<file path="config.mk">
export PLATFORM = sky130hd
export DESIGN_NAME = sr_pulse_ctrl
export DESIGN_NICKNAME = d
export VERILOG_FILES = /design/src/rtl/sr_pulse_ctrl.sv
export SDC_FILE = /design/constraint.sdc
export NUM_CORES = 1
export LEC_CHECK = 0
export BUFFER_PORTS_ARGS = -buffer_cell sky130_fd_sc_hd__buf_2
export CORE_MARGIN = 4
export CORE_UTILIZATION = 34
export CTS_CLUSTER_SIZE = 10
export DETAILED_ROUTE_END_ITERATION = 8
export PLACE_DENSITY = 0.48
export SYNTH_ARGS = -nofsm -noshare
export SYNTH_HDL_FRONTEND = slang
export SYNTH_SLANG_ARGS = --single-unit
</file>
<file path="constraint.sdc">
create_clock -name clk -period 1.45 [get_ports clk]
set_input_delay 0.145 -clock clk [delete_from_list [all_inputs] [get_ports clk]]
set_output_delay 0.145 -clock clk [all_outputs]
set_load 0.01 [all_outputs]
</file>
<file path="src/rtl/sr_pulse_ctrl.sv">
// sr_pulse_ctrl: debounced set/reset push-buttons drive fixed-width s/r pulses into a NOR SR latch
//   clk  : rising-edge clock
//   rst  : synchronous active-high reset
//   sb   : raw set button (asynchronous, bouncing)
//   rb   : raw reset button (asynchronous, bouncing)
//   q    : latch output feedback (used only with SR_CHECK_EN)
//   s, r : registered set/reset drives, PW cycles wide, never both high
//   busy : high while a pulse or response check is in progress
//   err  : sticky latch-response mismatch (SR_CHECK_EN), else tied 0
// Define SR_CHECK_EN to add the one-cycle CHK state that compares q against the pulse just issued.
module sr_pulse_ctrl #(
  parameter int DEB_CYCLES = 4,
  parameter int PW = 2
) (
  input  logic clk,
  input  logic rst,
  input  logic sb,
  input  logic rb,
  input  logic q,
  output logic s,
  output logic r,
  output logic busy,
  output logic err
);
  localparam int DW = $clog2(DEB_CYCLES);
  localparam int PWW = (PW > 1) ? $clog2(PW) : 1;
  localparam logic [DW-1:0] DEB_LAST = DW'(DEB_CYCLES - 1);
  localparam logic [PWW-1:0] PW_LAST = PWW'(PW - 1);
`ifdef SR_CHECK_EN
  typedef enum logic [1:0] {IDLE = 2'd0, SET = 2'd1, RST = 2'd2, CHK = 2'd3} state_t;
  localparam state_t DONE = CHK;
`else
  typedef enum logic [1:0] {IDLE = 2'd0, SET = 2'd1, RST = 2'd2} state_t;
  localparam state_t DONE = IDLE;
`endif
  // bit 0 carries the set button, bit 1 the reset button
  logic [1:0] s1_q, s1_d, s2_q, s2_d, deb_q, deb_d, prev_q, prev_d, req_q, req_d;
  logic [1:0][DW-1:0] cnt_q, cnt_d;
  state_t state_q, state_d;
  logic [PWW-1:0] pw_q, pw_d;
  logic pw_last;
  logic s_q, s_d, r_q, r_d, busy_q, busy_d;
  always_comb begin
    s1_d = {rb, sb};
    s2_d = s1_q;
    prev_d = deb_q;
    // registering the edge adds the cycle that puts the pulse DEB_CYCLES+3 edges after the first sample
    req_d = deb_q & ~prev_q;
    for (int i = 0; i < 2; i++) begin
      cnt_d[i] = (s2_q[i] == deb_q[i] || cnt_q[i] == DEB_LAST) ? '0 : cnt_q[i] + 1'b1;
      deb_d[i] = (s2_q[i] != deb_q[i] && cnt_q[i] == DEB_LAST) ? s2_q[i] : deb_q[i];
    end
  end
  always_comb begin
    state_d = state_q;
    pw_d = '0;
    pw_last = (pw_q == PW_LAST);
    case (state_q)
      // reset request wins; requests seen outside IDLE are simply lost
      IDLE: state_d = req_q[1] ? RST : (req_q[0] ? SET : IDLE);
      SET, RST: begin
        pw_d = pw_last ? '0 : pw_q + 1'b1;
        state_d = pw_last ? DONE : state_q;
      end
      default: state_d = IDLE;
    endcase
    s_d = (state_d == SET);
    r_d = (state_d == RST);
    busy_d = (state_d != IDLE);
  end
  always_ff @(posedge clk) begin
    if (rst) begin
      s1_q <= '0;
      s2_q <= '0;
      deb_q <= '0;
      prev_q <= '0;
      req_q <= '0;
      cnt_q <= '0;
      state_q <= IDLE;
      pw_q <= '0;
      s_q <= 1'b0;
      r_q <= 1'b0;
      busy_q <= 1'b0;
    end else begin
      s1_q <= s1_d;
      s2_q <= s2_d;
      deb_q <= deb_d;
      prev_q <= prev_d;
      req_q <= req_d;
      cnt_q <= cnt_d;
      state_q <= state_d;
      pw_q <= pw_d;
      s_q <= s_d;
      r_q <= r_d;
      busy_q <= busy_d;
    end
  end
  assign s = s_q;
  assign r = r_q;
  assign busy = busy_q;
`ifdef SR_CHECK_EN
  logic err_q, err_d, chk_set_q, chk_set_d;
  always_comb begin
    // during CHK this remembers whether the finished pulse was a set
    chk_set_d = (state_q == SET);
    err_d = err_q | (state_q == CHK && (chk_set_q ? !q : q));
  end
  always_ff @(posedge clk) begin
    if (rst) begin
      err_q <= 1'b0;
      chk_set_q <= 1'b0;
    end else begin
      err_q <= err_d;
      chk_set_q <= chk_set_d;
    end
  end
  assign err = err_q;
`else
  logic unused_q;
  assign unused_q = q;
  assign err = 1'b0;
`endif
endmodule

</file>
==> results.ini, run 1 <==
[route]
vias=413
drt_iter0_drc=5
first_pass_iters=2
ant_nets=0
drt-wirelength-per-cell_um=8.89
drt_wl_total_um=862
avgViaCountPerCell=4.26
drc=0

[clock_network]
post_cts_buffers=0
clock_path_buffers=2
clk_pin_slew_worst_paths_ns=0.11
cts_hold_buf=0
clock-sinks=20
cts_buffers=3
cts_tree=yes
clock_latency_ns=0.28
cts-htree-levels=1
cts-root-buf=clkbuf_4
postCtsResizedCells=0

[critical_path]
reg2reg_to=s
cp_max_fo=4
crit_type=register to register
required_ns=1.66
end_kind=register
cp.arrival_ns=1.55
critPathBufInv=1
r2r_cells=5
crit_family=simple AND/OR/NAND/NOR gates
critPathLaunchType=register
r2r_start=state_q[0]
cpMaxStageDelayCell=dfxtp_1
cp_slowest_stage_delay_ns=0.35
r2r_slack_ns=0.10
crit_start=state_q[0]
path_cells=inv_1 -> ha_1 -> nor2b_4 -> a22oi_2 -> nor4b_4

[worst_hold_path]
min-delay-path-class=input port to register
whs_endpoint=s1_q[1]
hp-start=rb
min_path_cells=2

[yosys]
netlist.area_leader.share_pct=56.4
syn_inst=61
ys_top_cells_by_area=dfxtp_1, ha_1, nor2b_1
yosysTopAreaCell=dfxtp_1
synthesis.area_per_instance_sq_um=11.6
synth_area_sq_um=709
synth.distinct_cells=18
ys_ff_latch=20
yosysWarnings=0
syn_nets=70
synth-seq-area-share_pct=56.4

[flow_run]
cap_violations=0

[layout]
design_area_sq_um=826
nNetsFinal=80
area_growth_pct=16.4
diodes=0
layout.cells.non_filler=97
layout-drive-gt1-share_pct=27.1
nFillCells=209

[sta]
setup-tns-final_ns=0
fmax_mhz=743
finalSetupViolations=0
period_share_pct=92.8
hold_viol_final=0
timing.hold.ws_ns=0.0682
skew_ns=0.00143
drv_slew=0
fin_crit_ns=1.35

[die]
num_rows=16
core-area_sq_um=1980
initial_utilization_pct=35.8
die-area_sq_um=2880
die_h_um=53.7
top_level_ports=9
dieWidth_um=53.7

[power]
p_total_mw=0.887
power_leakage_nw=0.331
ir_drop_mv=0.571
p_per_area_nw_per_um2=1070

[grt]
grt_max_degree=17
track_usage_pct=7.82
antenna_found_initial=0
grt_pass1_wl_mm=1.56
overflow=0
grt_pass1_vias=370

[placement]
dp_cells=93
dp_hpwl_um=597
gp_congestion=0.616
io_buffer_count=6
placed_area_sq_um=768

[outcome]
status=complete, no violations

==> registers in the layout, summed over array words and instances (netlist names) <==
signal	flops
busy	1
cnt_q	4
deb_q	2
prev_q	2
pw_last	1
r	1
req_q	2
s	1
s1_q	2
s2_q	2
state_q	2
==> how the worst max path moves through the flow <==
stage	end	slack [ns]	cells past startpoint
final	s	0.10	5
after global routing	s	-0.01	5
after CTS	r	0.05	5
after detailed placement	r	0.07	5
after global placement	r	0.07	5
after floorplan	r	0.16	5
==> cells by family after synthesis <==
family                     share of synthesized area (%)
and+or+nand+nor                                     21.2
buffers and inverters                               4.41
adders and majority gates                           7.05
muxes                                               2.82
AOI/OAI and AO/OA                                   5.12
xor gates and xnor gates                            2.47
DFF                                                 56.4
other                                              0.529
==> layout by cell type (no fill, tap or decap), drive strengths merged <==
master / instances
or3: 2
a32oi: 1
mux2i: 2
dfxtp: 20
clkbuf: 4
buf: 7
xnor2: 2
nor3: 2
nor4b: 2
nor2b: 10
nor2: 6
a22oi: 1
a211oi: 1
conb: 1
inv: 5
ha: 4
==> per-stage QoR <==
step	util [%]	setup WS, ns
after floorplan	-	0.161
after global placement	38.8	0.0700
after detailed placement	38.8	0.0678
after CTS	40.6	0.0471
after global routing	41.7	-0.0108
final	41.7	0.104
==> power by group <==
group	internal, mW	leakage (nW)	switching, mW
Clock	0.153	0.0210	0.155
Combinational	0.00883	0.148	0.0121
Sequential	0.556	0.163	0.00264
==> Yosys cell counts <==
| cell type | n |
|---|---|
| a211oi_1 | 1 |
| a22oi_2 | 1 |
| a32oi_2 | 1 |
| buf_2 | 1 |
| buf_4 | 1 |
| conb_1 | 1 |
| dfxtp_1 | 20 |
| ha_1 | 4 |
| inv_1 | 5 |
| mux2i_1 | 2 |
| nor2_1 | 6 |
| nor2b_1 | 7 |
| nor2b_2 | 2 |
| nor2b_4 | 1 |
| nor3_1 | 2 |
| nor4b_2 | 2 |
| or3_1 | 2 |
| xnor2_1 | 2 |
==> cell type report <==
cell class	instances	area, sq um	area share, %
Clock buffer	4	36.3	4.39
Inverter	5	18.8	2.27
Multi-Input combinational cell	34	298	36.1
Sequential cell	20	402	48.6
Tap cell	27	33.8	4.09
Timing Repair Buffer	7	37.5	4.55
==> worst register-to-register path, cell delays in order (launching register included) <==
cell and delay (ns):
dfxtp_1 0.35, inv_1 0.05, ha_1 0.27, nor2b_4 0.14
a22oi_2 0.21, nor4b_4 0.25
==> routing by layer <==
layer  wire (um)  GRT usage, %
met5           0             0
met4          13          5.11
met3          23          3.32
met2         416          10.9
met1         409          9.71
No activity file was read; power rests on OpenSTA's default activity.
==> run 2: changes to the inputs <==
--- a/config.mk
+++ b/config.mk
@@ -5,8 +5,8 @@
 export SDC_FILE = /design/constraint.sdc
 export NUM_CORES = 1
 export LEC_CHECK = 0
+export ABC_AREA = 1
 export BUFFER_PORTS_ARGS = -buffer_cell sky130_fd_sc_hd__buf_2
-export CORE_MARGIN = 4
 export CORE_UTILIZATION = 34
 export CTS_CLUSTER_SIZE = 10
 export DETAILED_ROUTE_END_ITERATION = 8
==> results.ini, run 2 <==
[outcome]
status=complete, no violations

[power]
swShare_pct=18.0
power_leakage_nw=0.394
clockPowerShare_pct=43.2
p_int_mw=0.845
combPwrFrac_pct=2.5
p_sw_mw=0.185
ir_drop_mv=0.866
seqPwrFrac_pct=54.3
p_total_mw=1.03
p_per_area_nw_per_um2=1270

[clock_network]
cts_hold_buf=0
cts-root-buf=clkbuf_4
clk_pin_slew_worst_paths_ns=0.12
clock-sinks=20
cts_tree=yes
post_cts_buffers=0
cts-htree-levels=1
postCtsResizedCells=0
clock_latency_ns=0.30
clock_path_buffers=2
cts_buffers=3

[die]
die-area_sq_um=2290
initial_utilization_pct=36.5
top_level_ports=9
dieWidth_um=47.9
num_rows=16
core-area_sq_um=1960
die_h_um=47.9

[critical_path]
crit_family=flip-flops
critPathBufInv=1
cp_slowest_stage_delay_ns=0.37
required_ns=1.66
cp.arrival_ns=1.35
path_cells=inv_1 -> ha_1 -> nand3_1 -> nand2_1 -> nand2_1 -> nand2_1
cp_common_cell=nand2_1
r2r_slack_ns=0.31
cpMaxStageDelayCell=dfxtp_1
cp_max_fo=3
critPathLaunchType=register
crit_type=register to register
end_kind=register
reg2reg_to=busy
r2r_cells=6
r2r_start=state_q[0]

[layout]
mostFrequentLayoutCells=dfxtp_1, inv_1, nor2_1, nand2_1, buf_2
area_growth_pct=13.6
layout-drive-gt1-share_pct=21.6
final_util_pct=41.5
diodes=0
final_common_cell=dfxtp_1
largest_register=cnt_q
layout.cells.non_filler=115
nNetsFinal=98
design_area_sq_um=813
largest_reg_flops=4
nFillCells=217

[yosys]
synth_ff_type=dfxtp_1
synthXorXnorAreaFrac_pct=0
synth.area.mux_share_pct=0
synth_commonest_cells=dfxtp_1, inv_1, nor2_1, nand2_1
synthesis.area_per_instance_sq_um=8.95
syn_nets=89
synth_compound_area_share_pct=7.69
synth-seq-area-share_pct=55.9
ys_top_cells_by_area=dfxtp_1, inv_1, nor2_1
synth-adder-area-share_pct=6.99
synth.distinct_cells=15
synth_edf_count=0
synth_top_family_by_area=simple AND/OR/NAND/NOR gates
async_flop_share_pct=0
ys_ff_latch=20
syn_inst=80
yosysWarnings=0
synth_most_common_cell=dfxtp_1
synth_area_sq_um=716
yosysTopAreaCell=dfxtp_1
yosys.area_share.simple_pct=17.0
netlist.area_leader.share_pct=55.9

[route]
first_pass_iters=4
drt-wirelength-per-cell_um=7.53
drt_wl_total_um=866
avgViaCountPerCell=4.08
ant_nets=0
vias=469
drt_iter0_drc=2
drc=0

[grt]
grt_max_degree=14
grt_pass1_vias=393
grt_pass1_wl_mm=1.50
track_usage_pct=9.97
overflow=0
antenna_found_initial=0

[flow_run]
cap_violations=0

[placement]
gp_congestion=0.714
placed_area_sq_um=761
dp_hpwl_um=647
io_buffer_count=6
dp_cells=111

[sta]
setup-tns-final_ns=0
skew_ns=0.0122
period_share_pct=78.6
finalSetupViolations=0
rsz0062_at_grt=false
fin_crit_ns=1.14
hold_viol_final=0
drv_slew=0
fmax_mhz=877

[worst_hold_path]
min_path_cells=3
whs_endpoint=s1_q[1]
hp-start=rb
min-delay-path-class=input port to register

run 2: cell count changes after synthesis, moves of 3 or more:
| cell | previous run | this run |
|---|---|---|
| a21oi_2 | 0 | 4 |
| inv_1 | 5 | 14 |
| nand2_1 | 0 | 9 |
| nand3_1 | 0 | 3 |
| nor2_1 | 6 | 14 |
| nor2b_1 | 7 | 0 |
run 2: worst min-delay path, cell delays in order:
cell    delay, ns
buf_2        0.07
inv_1        0.03
nor2_1       0.06
run 2: power by group through the flow:
stage	logic, mW	clock network (mW)	registers, mW
floorplan	0.0234	0	0.571
global placement	0.0261	0	0.571
detailed placement	0.0265	0	0.571
CTS	0.0265	0.465	0.559
global route	0.0303	0.483	0.560
finish	0.0257	0.445	0.559
run 2: per-stage QoR:
step | hold slack, ns | worst slack, ns
detailed placement | 0.354 | 0.309
global placement | 0.349 | 0.306
global route | 0.0341 | 0.177
floorplan | 0.252 | 0.393
finish | 0.0468 | 0.310
CTS | 0.0355 | 0.290
run 2: routing by layer:
metal,GRT usage (%),share of wire [%],up-vias
li1,-,-,253
met3,6.79,6.6,2
met2,14.6,43,10
met4,5.00,1.4,0
met1,10.9,48,204
met5,0,0,-
run 2: kinds of logic after synthesis:
family                     after synthesis
DFF                                     20
buffers and inverters                   19
and+or+nand+nor                         28
AOI/OAI and AO/OA                        8
adders and majority gates                4
other                                    1
run 2: worst max-delay path by stage:
stage / to / from / depth (start not counted)
global route: busy / state_q[0] / 6
global placement: busy / state_q[0] / 6
floorplan: busy / state_q[0] / 6
detailed placement: busy / state_q[0] / 6
finish: busy / state_q[0] / 6
CTS: busy / state_q[0] / 6
run 2: final cells by class:
| cell class | instances | area, sq um | area share [%] |
|---|---|---|---|
| Sequential cell | 20 | 400 | 49.2 |
| Inverter | 17 | 66.3 | 8.15 |
| Timing Repair Buffer | 6 | 30.0 | 3.69 |
| Clock buffer | 3 | 22.5 | 2.77 |
| Clock inverter | 1 | 30.0 | 3.69 |
| Tap cell | 27 | 33.8 | 4.15 |
| Multi-Input combinational cell | 41 | 230 | 28.3 |
==> run 3: changes to the inputs <==
--- a/config.mk
+++ b/config.mk
@@ -10,7 +10,7 @@
 export CORE_UTILIZATION = 34
 export CTS_CLUSTER_SIZE = 10
 export DETAILED_ROUTE_END_ITERATION = 8
-export PLACE_DENSITY = 0.48
+export PLACE_DENSITY = 0.49
 export SYNTH_ARGS = -nofsm -noshare
 export SYNTH_HDL_FRONTEND = slang
 export SYNTH_SLANG_ARGS = --single-unit
==> constraint.sdc (replaced) <==
create_clock -name clk -period 1 [get_ports clk]
set_input_delay 0.1 -clock clk [delete_from_list [all_inputs] [get_ports clk]]
set_output_delay 0.1 -clock clk [all_outputs]
set_load 0.01 [all_outputs]
==> results.ini, run 3 (synthesis results as in run 2) <==
[outcome]
status=finished, violations left
violations=setup timing

[route]
vias=485
drt-wirelength-per-cell_um=7.94
first_pass_iters=2
drt_iter0_drc=1
drc=0
avgViaCountPerCell=4.08
ant_nets=0
drt_wl_total_um=945

[layout]
diodes=0
largest_reg_flops=4
mostFrequentLayoutCells=dfxtp_1, nor2_1, inv_1, buf_2, nand2_1
nNetsFinal=102
final_common_cell=dfxtp_1
multi_input_comb_area_sq_um=268
nFillCells=213
area_growth_pct=24.1
largest_register=cnt_q
layout-drive-gt1-share_pct=37.0
design_area_sq_um=888
regArea_sq_um=403

[critical_path]
cpMaxStageDelayCell=dfxtp_2
path_cells=inv_2 -> ha_4 -> nand3_2 -> nand2_2 -> nand2_2 -> nor2_1
critPathLaunchType=register
cp_max_fo=3
cp_slowest_stage_delay_ns=0.35
cp.arrival_ns=1.26
cp_common_cell=nand2_2
end_kind=register
required_ns=1.24
crit_type=register to register

[flow_run]
cap_violations=0

[clock_network]
cts_tree=yes
clock_path_buffers=2
clock-sinks=20
clock_latency_ns=0.30
post_cts_buffers=0
cts-root-buf=clkbuf_4
clk_pin_slew_worst_paths_ns=0.11
cts_buffers=3
cts-htree-levels=1

[placement]
dp_hpwl_um=689
io_buffer_count=6
dpl_worst_slack_ns=-0.0455
gp_congestion=0.755
placed_area_sq_um=790

[grt]
use_met1_pct=12.0
grt_max_degree=14
use_met3_pct=6.79
grt_pass1_vias=412
grt_pass1_wl_mm=1.58
busiest_layer=met2
overflow=0
met2_usage_pct=15.9
antenna_found_initial=0
track_usage_pct=10.3

[power]
ir_drop_mv=1.23
p_per_area_nw_per_um2=1690
p_total_mw=1.50
power_leakage_nw=0.413

[sta]
fin_crit_ns=1.02
drv_slew=0
rsz0062_at_grt=true
hold_viol_final=0
fmax_mhz=981
skew_ns=0.00627
finalSetupViolations=2
period_share_pct=102
fin_ws_ns=-0.0195
setup-tns-final_ns=-0.0375

[die]
top_level_ports=9
num_rows=16
initial_utilization_pct=36.5
dieWidth_um=47.9
die_h_um=47.9
die-area_sq_um=2290
core-area_sq_um=1960

[worst_hold_path]
min-delay-path-class=input port to register

==> run 3: changes by cell type in the layout (fill, tap and decap cells not counted), moves of 2 or more <==
cell | before | now
nand2_2 | 0 | 4
dlygate4sd3_1 | 0 | 2
buf_4 | 0 | 2
dfxtp_1 | 20 | 18
inv_1 | 14 | 12
dfxtp_2 | 0 | 2
ha_1 | 4 | 2
inv_2 | 2 | 4
nand2_1 | 9 | 5
nand3_1 | 3 | 1
nand3_2 | 0 | 2
==> run 3: final timing paths <==
check                  start        end  slack, ns  cells after the start
setup / recovery  state_q[0]          s      -0.02                      6
hold / removal           rst  prev_q[0]       0.14                      2
hold reg to reg    prev_q[1]   req_q[1]       0.41                      1
setup reg to reg  state_q[0]          s      -0.02                      6
==> run 3: worst max-delay path, delay by kind of cell (launching register included) <==
family | cells | cell delay, ns
fa+ha+maj | 1 | 0.28
buf+inv | 1 | 0.04
flops | 1 | 0.35
simple gates | 4 | 0.30
==> run 3: final cells by class <==
cell class	count	area share [%]
inverters	17	7.46
clock inverters	1	3.38
clock buffers	3	2.54
flip-flops and latches	20	45.4
repair buffers	10	7.32
multi-input cells	41	30.1
well taps	27	3.80
==> run 3: where the power goes <==
part / switching, mW / internal [mW]
logic: 0.0260 / 0.0191
clock network: 0.239 / 0.405
registers: 0.00385 / 0.806
total: 0.269 / 1.23
==> run 3: timing repair <==
action / in CTS / in global routing
cloned: 0 / 0
endpoints found under the hold margin: 2 / 0
resized for setup: 11 / 0
hold buffers: 2 / 0
pin swaps: 3 / 1
setup endpoints to repair: 5 / 5
==> run 3: per-stage QoR <==
step,utilization (%),hold slack (ns),std cells
2_1_floorplan,-,0.207,80
3_3_place_gp,40.2,0.306,113
3_5_place_dp,40.2,0.308,113
4_1_cts,45.3,0.145,119
5_1_grt,45.3,0.137,119
6_report,45.3,0.144,119
==> run 3: layer usage <==
layer / routed length, um / part of all wire, % / vias up
li1: - / - / 263
met1: 437 / 46 / 212
met2: 455 / 48 / 10
met3: 52 / 5.5 / 0
met4: 0 / 0 / 0
met5: 0 / 0 / -
